--- src/rtl/gmem_cu_arbiter.sv ---
// Round-robin merge of N_CU compute-unit request streams into the single
// gmem_cntrl request port, through one registered output slot.
module gmem_cu_arbiter #(
  parameter int unsigned N_CU    = 4,
  parameter int unsigned N_CU_W  = 2,
  parameter int unsigned DATA_W  = 32,
  parameter int unsigned ADDR_W  = 30,
  parameter int unsigned SGNTR_W = 6
) (
  input  logic                       clk,
  input  logic                       nrst,
  input  logic [N_CU-1:0]            in_valid,
  output logic [N_CU-1:0]            in_ready,
  input  logic [N_CU*DATA_W/8-1:0]   in_we,
  input  logic [N_CU-1:0]            in_rnw,
  input  logic [N_CU-1:0]            in_atomic,
  input  logic [N_CU*SGNTR_W-1:0]    in_sgntr,
  input  logic [N_CU*ADDR_W-1:0]     in_addr,
  input  logic [N_CU*DATA_W-1:0]     in_wrData,
  output logic                       cu_valid,
  input  logic                       cu_ready,
  output logic [DATA_W/8-1:0]        cu_we,
  output logic                       cu_rnw,
  output logic                       cu_atomic,
  output logic [SGNTR_W-1:0]         cu_atomic_sgntr,
  output logic [ADDR_W-1:0]          cu_rqst_addr,
  output logic [DATA_W-1:0]          cu_wrData,
  output logic [N_CU_W-1:0]          cu_src,
  output logic                       arb_idle
);

  localparam int unsigned WeW = DATA_W / 8;

  typedef enum logic {StEmpty, StFull} slot_e;

  slot_e               slot_q, slot_d;
  logic [N_CU_W-1:0]   rr_ptr_q, rr_ptr_d;
  logic                slot_free;
  logic                found;
  logic                grant;
  logic [N_CU_W-1:0]   win;
  logic [N_CU_W-1:0]   idx_w;
  int unsigned         idx;

  logic [WeW-1:0]      sel_we;
  logic                sel_rnw;
  logic                sel_atomic;
  logic [SGNTR_W-1:0]  sel_sgntr;
  logic [ADDR_W-1:0]   sel_addr;
  logic [DATA_W-1:0]   sel_data;

  assign cu_valid  = (slot_q == StFull);
  assign slot_free = (slot_q == StEmpty) || cu_ready;
  // in_ready must stay low while reset is asserted, so the grant is gated by nrst
  assign grant     = nrst && slot_free && found;
  assign arb_idle  = !cu_valid && !(|in_valid);

  // Round-robin search: first valid index at or after rr_ptr, wrapping
  always_comb begin
    found = 1'b0;
    win   = '0;
    idx   = 0;
    idx_w = '0;
    for (int unsigned k = 0; k < N_CU; k++) begin
      idx = 32'(rr_ptr_q) + k;
      if (idx >= N_CU) idx = idx - N_CU;
      idx_w = N_CU_W'(idx);
      if (!found && in_valid[idx_w]) begin
        found = 1'b1;
        win   = idx_w;
      end
    end
  end

  // One-hot accept strobe back to the winning CU
  always_comb begin
    in_ready = '0;
    if (grant) in_ready[win] = 1'b1;
  end

  // Select the winner's request fields
  always_comb begin
    sel_we     = '0;
    sel_rnw    = 1'b0;
    sel_atomic = 1'b0;
    sel_sgntr  = '0;
    sel_addr   = '0;
    sel_data   = '0;
    for (int unsigned i = 0; i < N_CU; i++) begin
      if (N_CU_W'(i) == win) begin
        sel_we     = in_we[i*WeW +: WeW];
        sel_rnw    = in_rnw[i];
        sel_atomic = in_atomic[i];
        sel_sgntr  = in_sgntr[i*SGNTR_W +: SGNTR_W];
        sel_addr   = in_addr[i*ADDR_W +: ADDR_W];
        sel_data   = in_wrData[i*DATA_W +: DATA_W];
      end
    end
  end

  // Slot occupancy and pointer next state; pointer only advances on a grant
  always_comb begin
    slot_d   = slot_q;
    rr_ptr_d = rr_ptr_q;
    if (grant) begin
      slot_d   = StFull;
      rr_ptr_d = (win == N_CU_W'(N_CU - 1)) ? '0 : win + 1'b1;
    end else if (cu_ready) begin
      slot_d = StEmpty;
    end
  end

  // Output slot register; fields load only on a grant so a stalled request holds
  always_ff @(posedge clk or negedge nrst) begin
    if (!nrst) begin
      slot_q          <= StEmpty;
      rr_ptr_q        <= '0;
      cu_we           <= '0;
      cu_rnw          <= 1'b0;
      cu_atomic       <= 1'b0;
      cu_atomic_sgntr <= '0;
      cu_rqst_addr    <= '0;
      cu_wrData       <= '0;
      cu_src          <= '0;
    end else begin
      slot_q   <= slot_d;
      rr_ptr_q <= rr_ptr_d;
      if (grant) begin
        cu_we           <= sel_we;
        cu_rnw          <= sel_rnw;
        cu_atomic       <= sel_atomic;
        cu_atomic_sgntr <= sel_sgntr;
        cu_rqst_addr    <= sel_addr;
        cu_wrData       <= sel_data;
        cu_src          <= win;
      end
    end
  end

endmodule

--- config.mk ---
export PLATFORM = sky130hd
export DESIGN_NAME = gmem_cu_arbiter
export DESIGN_NICKNAME = d
export VERILOG_FILES = /design/src/rtl/gmem_cu_arbiter.sv
export SDC_FILE = /design/constraint.sdc
export NUM_CORES = 1
export LEC_CHECK = 0
export BUFFER_PORTS_ARGS = -buffer_cell sky130_fd_sc_hd__buf_2
export CAP_MARGIN = 10
export CORE_AREA = 2 2 149 151
export CTS_BUF_LIST = sky130_fd_sc_hd__clkbuf_16
export DETAILED_ROUTE_END_ITERATION = 7
export DIE_AREA = 0 0 151 153
export PLACE_DENSITY = 0.57
export RECOVER_POWER = 50
export SLEW_MARGIN = 40
export SYNTH_ARGS = -nofsm -noshare
export SYNTH_HDL_FRONTEND = slang
export SYNTH_SLANG_ARGS = --single-unit
--- constraint.sdc ---
create_clock -name clk -period 3.1 [get_ports clk]
set_input_delay 0.155 -clock clk [delete_from_list [all_inputs] [get_ports clk]]
set_output_delay 0.155 -clock clk [all_outputs]
set_load 0.01 [all_outputs]
# After elaboration in Yosys (flattened, before gate mapping)
# Cells that the tools add are included.
# totals
regBits	79
word_cells	98
inputBits	303
# classes
n_addsub	8
order_cmp	10
eq_ne	4
n_mux	50
reduce_logical	16
n_bitwise	1
# op_table
operator	n
two-way mux 32 bit	4
two-way mux 30 bit	4
two-way mux 6 bit	4
two-way mux 4 bit	5
two-way mux 1 bit	19
two-way mux 2 bit	9
less-than comparator 2 x 3 -> 1 bit, second input constant	5
>= comparator 3 bit, second input constant	3
binary-select mux 1 bit (select 2 bit)	4
subtractor 2 x 1 -> 2 bit, second input constant	4
logical AND 1 bit	7
adder 2 x 2 -> 3 bit, second input constant	2
zero test 1 bit	5
== test 2 bit, first input constant	2
OR reduction 4 bit	1
adder 2 x 1 -> 3 bit, second input constant	1
>= comparator 2 x 3 -> 1 bit, second input constant	1
adder 2 x 1 -> 2 bit, second input constant	1
demux 1 bit (select 2 bit)	1
== test 1 x 2 -> 1 bit, first input constant	1
== test 2 bit, second input constant	1
>= comparator 2 x 1 -> 1 bit, second input constant	1
zero test 2 bit	1
nonzero test 2 bit	1
other kinds (2)	2

# Depth between registers and ports, before layout
# Gate-level depths: netlist of run 1.
# depth
word_depth	19
depth_mapped	10
depth_no_buf	7

# Worst setup path after synthesis of run 1
# OpenSTA, ideal clock, no wires.
# synth_path
path_type	flip-flop to flip-flop
from	reg rr_ptr_q[1]
to	reg cu_wrData[19]
t_arrival_ns	2.202
path_slack_ns	0.816
setup_ns	0.082
n_path_buf	3
required_ns	3.018
path_stages_with_launch	11
cell_sequence	dfrtp_1 -> nor2b_1 -> a31oi_1 -> and3_1 -> ha_1 -> clkbuf_1 -> buf_2 -> buf_1 -> a21oi_1 -> a221o_1 -> a31oi_1
# synth_between
elab_chain_cells	19
word_cells_on_any_way	46
cone_classes	add/sub: 7; order compare: 4; eq/ne: 3; mux: 24; reduce/logical: 8
# synth_rtl
item	line	source
from (decl)	37	logic [N_CU_W-1:0] rr_ptr_q, rr_ptr_d;
from (signal assigned)	127	rr_ptr_q <= rr_ptr_d;
branches (longest 13 deep; another with adder 2 x 1 -> 3 bit)	-	
two-way mux 2 bit (*)	68	if (!found && in_valid[idx_w]) begin
via win[1]	41	logic [N_CU_W-1:0] win;
zero test 2 bit	90	if (N_CU_W'(i) == win) begin
two-way mux 32 bit (3 in a row)	90	
two-way mux 32 bit (*)	90	
to (signal assigned)	134	cu_wrData <= sel_data;
to (decl)	27	output logic [DATA_W-1:0] cu_wrData,
# Mark *: on every way through the listed nets, which the timed path passes. The select of a mux whose other input is x is not followed.
# A chain may end at the register's enable or synchronous reset.

# Worst setup path after layout of run 1
# layout_path
from	reg rr_ptr_q[1]
to	reg cu_rnw
# layout_between
elab_chain_cells	19
word_cells_on_any_way	46
cone_classes	add/sub: 7; order compare: 4; eq/ne: 3; mux: 24; reduce/logical: 8
# layout_rtl
item	line	source
branches (longest 13 deep; another with adder 2 x 1 -> 3 bit)	-	
two-way mux 2 bit (*)	68	
via win[0]	41	
zero test 2 bit	90	
two-way mux 1 bit (3 in a row)	90	
two-way mux 1 bit (*)	90	
to (signal assigned)	130	cu_rnw <= sel_rnw;
to (decl)	23	output logic cu_rnw,
# Marks and branches as above.

==> results of run 1 <==
metrics by stage:
stage               cells    util  hold slack [ps]  instance area, µm²
detailed placement   1321  0.3672            149.7                7890
global placement     1321  0.3672            148.0                7890
floorplan             726       -           -140.6                5692
finish               1338  0.3754            77.33                8065
CTS                  1338  0.3802            54.21                8168
global route         1338  0.3754            66.99                8065
power by group through the flow:
stage	Clock, W	Sequential, W	Combinational [W]
6_report	0.000993	0.00169	0.00336
3_5_place_dp	0	0.00168	0.00349
3_3_place_gp	0	0.00167	0.00346
2_1_floorplan	0	0.00187	0.00195
5_1_grt	0.00108	0.00174	0.00370
4_1_cts	0.00104	0.00167	0.00350
worst register-to-register path, cell delays in order (launching register included):
cell and delay [ps]:
dfrtp_1 430, nor2b_1 160, o21ai_0 200, and3_1 310
ha_4 370, buf_4 370, a21oi_1 120, a221o_1 330
a31oi_1 190
cells in the mapped netlist:
library cell / n / area [µm²]
a21bo_2: 2 / 20.02
a21boi_0: 1 / 7.510
a21o_1: 2 / 15.01
a21oi_1: 150 / 750.7
a221o_1: 74 / 740.7
a31oi_1: 75 / 469.2
a41o_1: 1 / 10.01
and2_1: 1 / 6.260
and3_1: 6 / 37.54
and3b_1: 1 / 8.760
buf_1: 5 / 18.77
buf_2: 8 / 40.04
buf_6: 4 / 45.04
clkbuf_1: 68 / 255.2
dfrtp_1: 79 / 1977
ha_1: 4 / 50.05
inv_1: 76 / 285.3
mux2_2: 1 / 11.26
nand2_1: 77 / 289.0
nand2b_1: 2 / 12.51
nand3_1: 3 / 15.01
nand3b_1: 75 / 563.0
nor2_1: 4 / 15.01
nor2b_1: 1 / 6.260
o21ai_0: 3 / 15.01
o31a_1: 1 / 8.760
o31ai_1: 1 / 7.510
o41a_1: 1 / 11.26
how the worst max path moves through the flow:
stage / startpoint / endpoint / slack, ps
detailed placement: rr_ptr_q[1] / cu_rnw / 580
floorplan: rr_ptr_q[1] / cu_wrData[19] / 820
global placement: rr_ptr_q[1] / cu_we[1] / 640
finish: rr_ptr_q[1] / cu_rnw / 540
global route: rr_ptr_q[1] / cu_wrData[31] / 330
CTS: rr_ptr_q[1] / in_ready[1] / 520
state kept, by name, indices dropped and copies added (netlist names):
name and cells:
cu_wrData 32, cu_rqst_addr 30, cu_atomic_sgntr 6, cu_we 4, cu_src 2, rr_ptr_q 2, cu_atomic 1, cu_rnw 1
cu_valid 1
layout make-up:
type | count | area [µm²]
multi-input cells | 486 | 3120
repair buffers | 401 | 2064
fillers | 2355 | 13420
flip-flops and latches | 79 | 1977
clock buffers | 9 | 225.2
inverters | 76 | 285.3
well taps | 280 | 350.3
clock inverters | 7 | 42.54
routing by layer:
metal,global-route usage,part of all wire,up-vias
li1,-,-,3320
met1,0.2775,0.42,3296
met2,0.3377,0.49,324
met3,0.03642,0.072,26
met4,0.04940,0.016,0
met5,0,0,-
logic make-up (layout without fill, tap and decap cells):
logic type,Yosys count,after routing,synth area share
AO/OA/AOI/OAI,311,311,0.3612
adder cells (fa/ha/maj),4,4,0.008793
buffers and inverters,161,493,0.1132
flip-flops,79,79,0.3473
multiplexers,1,1,0.001978
AND/OR/NAND/NOR,170,170,0.1675
==> impl_metrics.toml, run 1 <==
[placed_design]
pre_cts_ws_ps = 577.0
routabilityCongestion = 0.9227
dpl.hpwl_um = 17410
numPortBuffers = 384

[timing]
hold_viol = 0
tns_ps = 0
fmax_mhz = 390.6
finalSetupViolations = 0
fin_ws_ps = 539.6
min_period_over_period = 0.8259
rsz0062_at_grt = "false"
period_minus_slack_ps = 2560
relSlewSlack = 0.1155
tightest_slew_ps = 1327
skew_ps = 6.179
drv_slew = 0

[cts]
clock_path_buffers = 2
post_cts_buffers = 0
cts_tree = "built"
cts_root_buf = "clkbuf_16"
cts-resized-gates = 0
cts_buffers = 9
clk_pin_slew_worst_paths_ps = 70
holdBufCountCts = 1
cts.sinks = 79
insertion_delay_ps = 330
h-tree-depth = 3

[setup_path]
crit_cells = 8
cp-start-kind = "flop"
critPathArrivalTime_ps = 2810
r2r-end = "cu_rnw"
r2r.worst_path.cells = 8
path_buf_inv = 1
crit_family = "compound AO/OA/AOI/OAI gates"
crit_slowest_cell = "dfrtp_1"
worstPathCellList = "nor2b_1, o21ai_0, and3_1, ha_4, buf_4, a21oi_1, a221o_1, a31oi_1"
rr_startpoint = "rr_ptr_q[1]"
required_ps = 3350
slowest_delay_ps = 430
crit_path_end_kind = "flop"
r2r_slack_ps = 540
worstSetupPathType = "reg2reg"
critPathMaxFanout = 32

[hold_path]
min_path_type = "in2reg"
hold_start = "in_addr[106]"
holdPathEnd = "cu_rqst_addr[16]"
holdPathStages = 3

[pwr]
seqPwrFrac = 0.280
cellInternalPower_w = 0.003414
p_comb_frac = 0.556
power.leakage_nw = 3.686
p_sw_w = 0.002632
switching_share = 0.4354
clkPwrFrac = 0.164
peakVddDrop_uv = 416.4
total_power_w = 0.006046
power.density_nw_per_um2 = 749.7

[logic_synthesis]
synthCells = 726
post_synth_instance_area_um2 = 5692
ys_ff_latch = 79
syn-num-nets = 1033
yosysSeqAreaShare = 0.3473
ys_warn_count = 0
synth_cell_types = 28
syn_area_per_cell_um2 = 7.840

[layout]
final_cell_mix = "buf_2 (305), a21oi_1 (150), dfrtp_1 (79)"
layout.nets = 1360
num_antenna_cells = 0
layout_commonest_cell = "buf_2"
area_delta_synth_final_pct = 41.70
layout-drive-gt1-share = 0.3270

[status]
status = "finished clean"

[global_routing]
antenna_found_initial = 0
grt_max_degree = 85
grt_pass1_wl_um = 37400
overflow = 0
grt.total_usage = 0.2048
first_global_vias = 6653

[routing]
drtPass1Iterations = 5
drtAntennaViolNets = 0
routed_wl_um = 24550
drt_iter0_drc = 382
wl_per_cell_um = 18.35
drc_errors = 0
vias = 6966
avgViaCountPerCell = 5.206

[floorplan]
fp.dieH_um = 153
ioPinCount = 385
die_area_um2 = 23100
start_util = 0.2649
core_area_um2 = 21490
placementRows = 54
die_w_um = 151

[flow_run]
cap_violations = 0
(Power assumes the default switching activity.)
==> inputs of run 2 (changes only) <==
Settings changed: ABC_AREA set to 1, CORE_AREA 2 2 149 151 to 2 2 148 150, DIE_AREA 0 0 151 153 to 0 0 150 152.
Clock period 3.1 ns to 2.5 ns, I/O delays scaled along.
==> run 2 against run 1 <==
The run now ends with negative setup slack left. Non-clock buffer count rose by 41. Design area rose by 11%. Power rose to 2.9 times the previous value. Synthesized area fell by 1.4%. Setup slack got worse by 650 ps. Critical path type unchanged.
==> impl_metrics.toml, run 2 <==
[layout]
top_regs = "cu_wrData x32, cu_rqst_addr x30, cu_atomic_sgntr x6"
layout-drive-gt1-share = 0.4750
area_delta_synth_final_pct = 59.77
num_antenna_cells = 0
layout.nets = 1441
n_fill_cell = 2248
final_area_um2 = 8964
largest_reg_flops = 32
fin_util = 0.4198
largest_register = "cu_wrData"
final_cell_mix = "buf_2 (339), nand2_1 (240), nor2_1 (80)"
layout_commonest_cell = "buf_2"

[floorplan]
ioPinCount = 385
fp.dieH_um = 152
placementRows = 54
die_w_um = 150
core_area_um2 = 21350
die_area_um2 = 22800
start_util = 0.2628

[pwr]
cellInternalPower_w = 0.008839
seqPwrFrac = 0.134
total_power_w = 0.01758
switching_share = 0.4973
peakVddDrop_uv = 947.0
power.leakage_nw = 4.175
clkPwrFrac = 0.075
p_sw_w = 0.008743
p_comb_frac = 0.791
power.density_nw_per_um2 = 1962

[routing]
drtPass1Iterations = 5
avgViaCountPerCell = 4.776
drt_iter0_drc = 357
wl_per_cell_um = 17.28
drtAntennaViolNets = 0
drc_errors = 0
routed_wl_um = 24520
vias = 6777

[setup_path]
cpMostUsedCell = "nand2_1"
crit_slowest_cell = "dfrtp_2"
critPathArrivalTime_ps = 2820
r2r.worst_path.cells = 17
cp-start-kind = "flop"
critPathMaxFanout = 22
path_buf_inv = 6
worstSetupPathType = "reg2reg"
worstPathCellList = "inv_4, nand2_2, nand3_2, nand2_2, inv_1, nand2_1, nand2_1, nand3_2, buf_6, buf_4, ha_4, buf_4, buf_12, a21oi_1, nand2_1, o211ai_1, a31oi_2"
required_ps = 2700
rr_startpoint = "rr_ptr_q[0]"
r2r-end = "cu_rqst_addr[6]"
r2r_slack_ps = -110
crit_path_end_kind = "flop"
crit_family = "buffers and inverters"
slowest_delay_ps = 460

[cts]
h-tree-depth = 3
cts_tree = "built"
insertion_delay_ps = 340
clk_pin_slew_worst_paths_ps = 60
clock_path_buffers = 2
cts_root_buf = "clkbuf_16"
cts_buffers = 9
cts.sinks = 79

[global_routing]
overflow = 0
grt_max_degree = 42
first_global_vias = 6333
grt_pass1_wl_um = 34460
antenna_found_initial = 0
grt.total_usage = 0.1921

[timing]
relSlewSlack = 0.3761
rsz0062_at_grt = "true"
min_period_over_period = 1.045
period_minus_slack_ps = 2613
tightest_slew_ps = 935.8
fin_ws_ps = -112.8
tns_ps = -2406
drv_slew = 0
fmax_mhz = 382.7
hold_viol = 0
finalSetupViolations = 52
skew_ps = 10.44

[placed_design]
pre_cts_ws_ps = -42.21
routabilityCongestion = 0.8816
numPortBuffers = 384
place_area_um2 = 7968
dpl.hpwl_um = 17110

[logic_synthesis]
synthCells = 746
ys.flop_type = "dfrtp_1"
synth_cell_types = 23
yosysTopAreaCell = "dfrtp_1"
ys_warn_count = 0
ys_top_cells_by_area = "dfrtp_1 (35%), nand2_1 (17%), a31oi_2 (13%)"
post_synth_instance_area_um2 = 5610
synth_top_area_share = 0.3524
ys_ff_latch = 79
synth-edff-count = 0
yosysMostFrequentCell = "nand2_1"
syn-num-nets = 1053
yosysSeqAreaShare = 0.3524
async_reset_ff_frac = 1.000
syn_area_per_cell_um2 = 7.521
synthTopCellsByCount = "nand2_1 (259), nor2_1 (81), dfrtp_1 (79)"

[flow_run]
cap_violations = 0

[hold_path]
hold_start = "in_addr[110]"
holdPathStages = 3
holdPathEnd = "cu_rqst_addr[20]"
min_path_type = "in2reg"

[status]
status = "finished with violations"
violations = "negative setup slack"
## run 2: cell count changes in the layout (fill, tap and decap cells not counted), moves of 16 or more
| cell | before | now |
|---|---|---|
| a21oi_1 | 150 | 53 |
| a21oi_2 | 0 | 21 |
| a221o_1 | 74 | 0 |
| a31oi_1 | 75 | 14 |
| a31oi_2 | 0 | 60 |
| buf_2 | 305 | 339 |
| clkbuf_1 | 78 | 45 |
| inv_1 | 78 | 8 |
| nand2_1 | 77 | 240 |
| nand2_2 | 0 | 16 |
| nand3b_1 | 75 | 0 |
| nor2_1 | 4 | 80 |
| o211ai_1 | 0 | 74 |
## run 2: cell type report
type / instances / area [µm²] / share of cell area
Timing Repair Buffer: 442 / 2761 / 0.3081
Sequential cell: 79 / 1979 / 0.2208
Inverter: 18 / 97.59 / 0.01089
Tap cell: 280 / 350.3 / 0.03908
Clock buffer: 9 / 225.2 / 0.02513
Multi-Input combinational cell: 584 / 3485 / 0.3887
Clock inverter: 7 / 65.06 / 0.007259
## run 2: timing repair
action,in CTS,in global routing
gates resized for setup,14,67
gates cloned,2,8
hold endpoints to repair,8,0
pin swaps,4,53
buffers inserted,3,16
endpoints found under the setup margin,52,78
hold buffers,1,0
## run 2: power by group through the flow
stage,sequential (W),combinational [W],clock [W]
finish,0.00236,0.0139,0.00131
global route,0.00244,0.0151,0.00141
CTS,0.00235,0.0118,0.00136
detailed placement,0.00236,0.0112,0
global placement,0.00234,0.0111,0
floorplan,0.00261,0.00713,0
## run 2: worst max-delay path by stage
stage | start | end | cells after the start
3_3_place_gp | rr_ptr_q[0] | cu_rqst_addr[19] | 16
2_1_floorplan | rr_ptr_q[0] | cu_atomic | 15
4_1_cts | rr_ptr_q[0] | in_ready[2] | 13
6_report | rr_ptr_q[0] | cu_rqst_addr[6] | 17
3_5_place_dp | rr_ptr_q[0] | cu_rqst_addr[15] | 16
5_1_grt | rr_ptr_q[0] | cu_rqst_addr[6] | 17
## run 2: tightest hold or removal path, stage by stage
cell and delay [ps]:
buf_2 90, nand2_1 50, a31oi_1 70
## run 2: cell families after synthesis
group | share of synthesized area
adders and majority gates | 0.008921
and+or+nand+nor | 0.2489
DFF | 0.3524
AOI/OAI and AO/OA | 0.3153
buffers and inverters | 0.07449
## run 2: layer usage
metal	vias up	global-route usage	wire length [µm]
met3	35	0.03393	1661
met5	-	0	0
met4	0	0.05660	503
met2	265	0.3462	12380
li1	3359	-	-
met1	3118	0.2310	9977
## run 2: stage by stage
stage               cells  hold slack [ps]
global route         1419            32.27
finish               1419            39.26
CTS                  1395            23.03
detailed placement   1373           -21.59
floorplan             746           -170.6
global placement     1373           -20.76
==> inputs of run 3 (changes only) <==
Clock period 2.5 ns to 2.7 ns, I/O delays scaled along.
==> run 3 against run 2 <==
The run now ends clean. Largest power group unchanged. Design area fell by 7.5%. Sequential power fell by 8%. Register-to-register slack improved by 280 ps. First-iteration DRC count fell by 25%.
==> impl_metrics.toml, run 3 (synthesized netlist as in run 2, its figures left out) <==
[global_routing]
grt_pass1_wl_um = 33910
overflow = 0
antenna_found_initial = 1
first_global_vias = 6430
grt_max_degree = 75
grt.total_usage = 0.1881

[cts]
insertion_delay_ps = 340
cts_buffers = 9
h-tree-depth = 3
clock_path_buffers = 2
cts_root_buf = "clkbuf_16"
cts_tree = "built"
cts.sinks = 79
clk_pin_slew_worst_paths_ps = 70

[setup_path]
r2r-end = "cu_wrData[8]"
crit_end = "in_ready[2]"
cp-start-kind = "flop"
crit_path_end_kind = "primary output"
crit_start = "rr_ptr_q[0]"
critPathMaxFanout = 27
r2r_slack_ps = 170
rr_startpoint = "rr_ptr_q[0]"
r2r.worst_path.cells = 17
worstSetupPathType = "reg2out"
critPathArrivalTime_ps = 2400
required_ps = 2570

[routing]
routedLengthMet1_um = 9734
drtPass1Iterations = 4
top_layer = "met5"
drc_errors = 0
drt_iter0_drc = 267
routed_wl_um = 23240
drtAntennaViolNets = 0
avgViaCountPerCell = 4.777
wl_per_cell_um = 16.76
wl_met2_um = 11410
vias = 6626
route.met3.wl_um = 1533

[timing]
relSlewSlack = 0.2860
hold_viol = 0
rsz0062_at_grt = "true"
period_minus_slack_ps = 2539
skew_ps = 12.26
drv_slew = 0
tightest_slew_ps = 1071
min_period_over_period = 0.9404
fmax_mhz = 393.9
finalSetupViolations = 0

[floorplan]
start_util = 0.2628
placementRows = 54
ioPinCount = 385
die_area_um2 = 22800
core_area_um2 = 21350
fp.dieH_um = 152
die_w_um = 150

[placed_design]
numPortBuffers = 384
dp_cells = 1362
dpl.hpwl_um = 16430
routabilityCongestion = 0.8475

[layout]
layout_commonest_cell = "buf_2"
multi_input_area_um2 = 3286
seq_area_um2 = 1979
layout-drive-gt1-share = 0.4155
num_antenna_cells = 0
n_fill_cell = 2276
top_regs = "cu_wrData x32, cu_rqst_addr x30, cu_atomic_sgntr x6"
largest_reg_flops = 32
layout.nets = 1409
final_cells = 1387
final_cell_mix = "buf_2 (336), nand2_1 (258), nor2_1 (80)"
largest_register = "cu_wrData"
area_delta_synth_final_pct = 47.81

[flow_run]
cap_violations = 0

[pwr]
peakVddDrop_uv = 841.3
power.leakage_nw = 3.865
total_power_w = 0.01422
power.density_nw_per_um2 = 1714

[hold_path]
min_path_type = "in2reg"

[status]
status = "finished clean"
run 3: changes by cell type in the layout (fill, tap and decap cells not counted), moves of 3 or more:
cell     previous run  this run
a21oi_2            21         0
inv_4               5         2
nand2_2            16         3
inv_2               5         8
nand3_1             2         8
buf_12             22        14
nand3_2             6         1
buf_2             339       336
buf_4              19         6
nand2_4             5         0
buf_6               6         1
a21oi_1            53        74
nand2_1           240       258
run 3: power by group:
| part | internal (W) | switching [W] |
|---|---|---|
| Clock | 0.000711 | 0.000526 |
| Sequential | 0.00182 | 0.000347 |
| Combinational | 0.00429 | 0.00653 |
| Total | 0.00681 | 0.00740 |
run 3: cell type report:
| type | instances | area share |
|---|---|---|
| Multi-Input combinational cell | 584 | 0.3962 |
| Timing Repair Buffer | 410 | 0.2785 |
| Sequential cell | 79 | 0.2387 |
| Tap cell | 280 | 0.04225 |
| Clock buffer | 9 | 0.02716 |
| Inverter | 18 | 0.009354 |
| Clock inverter | 7 | 0.007846 |
run 3: metrics by stage:
step	util	area [µm²]	hold slack (ps)	setup WS (ps)	TNS [ps]
3_3_place_gp	0.3670	7835	326.7	204.1	0
3_5_place_dp	0.3670	7835	315.9	151.8	0
4_1_cts	0.3814	8144	26.38	52.50	0
2_1_floorplan	-	5610	-160.6	467.6	0
6_report	0.3884	8293	42.51	161.0	0
5_1_grt	0.3884	8293	52.41	-16.46	-21.54
run 3: critical path, cell delays in order, from the launching register on:
cell and delay (ps):
dfrtp_2 440, buf_4 150, nand2_1 50, nand2_1 80
nand2_1 90, nand2_1 80, nor2_4 110, nand4_1 150
nand2_2 160, inv_2 80, ha_4 190, inv_2 100
buf_12 180, nor2_1 60, buf_2 130
run 3: routing by layer:
metal,vias up,track usage
li1,3286,-
met1,3040,0.2291
met2,261,0.3277
met3,37,0.03574
met4,2,0.06783
met5,-,0
run 3: worst min-delay path by stage:
stage            startpoint                  to  slack (ps)  cells after the start
3_5_place_dp           nrst  cu_atomic_sgntr[1]         320                      2
2_1_floorplan          nrst           cu_atomic        -160                      0
3_3_place_gp           nrst            cu_we[0]         330                      2
6_report       in_addr[104]    cu_rqst_addr[14]          40                      3
5_1_grt         in_addr[99]     cu_rqst_addr[9]          50                      3
4_1_cts        in_addr[104]    cu_rqst_addr[14]          30                      3
run 3: timing repair:
action	in CTS	in global routing
gates cloned	0	4
pin swaps	0	3
setup buffers	0	4
hold buffers	1	0
endpoints found under the hold margin	38	0
resized for setup	3	16
endpoints found under the setup margin	1	17
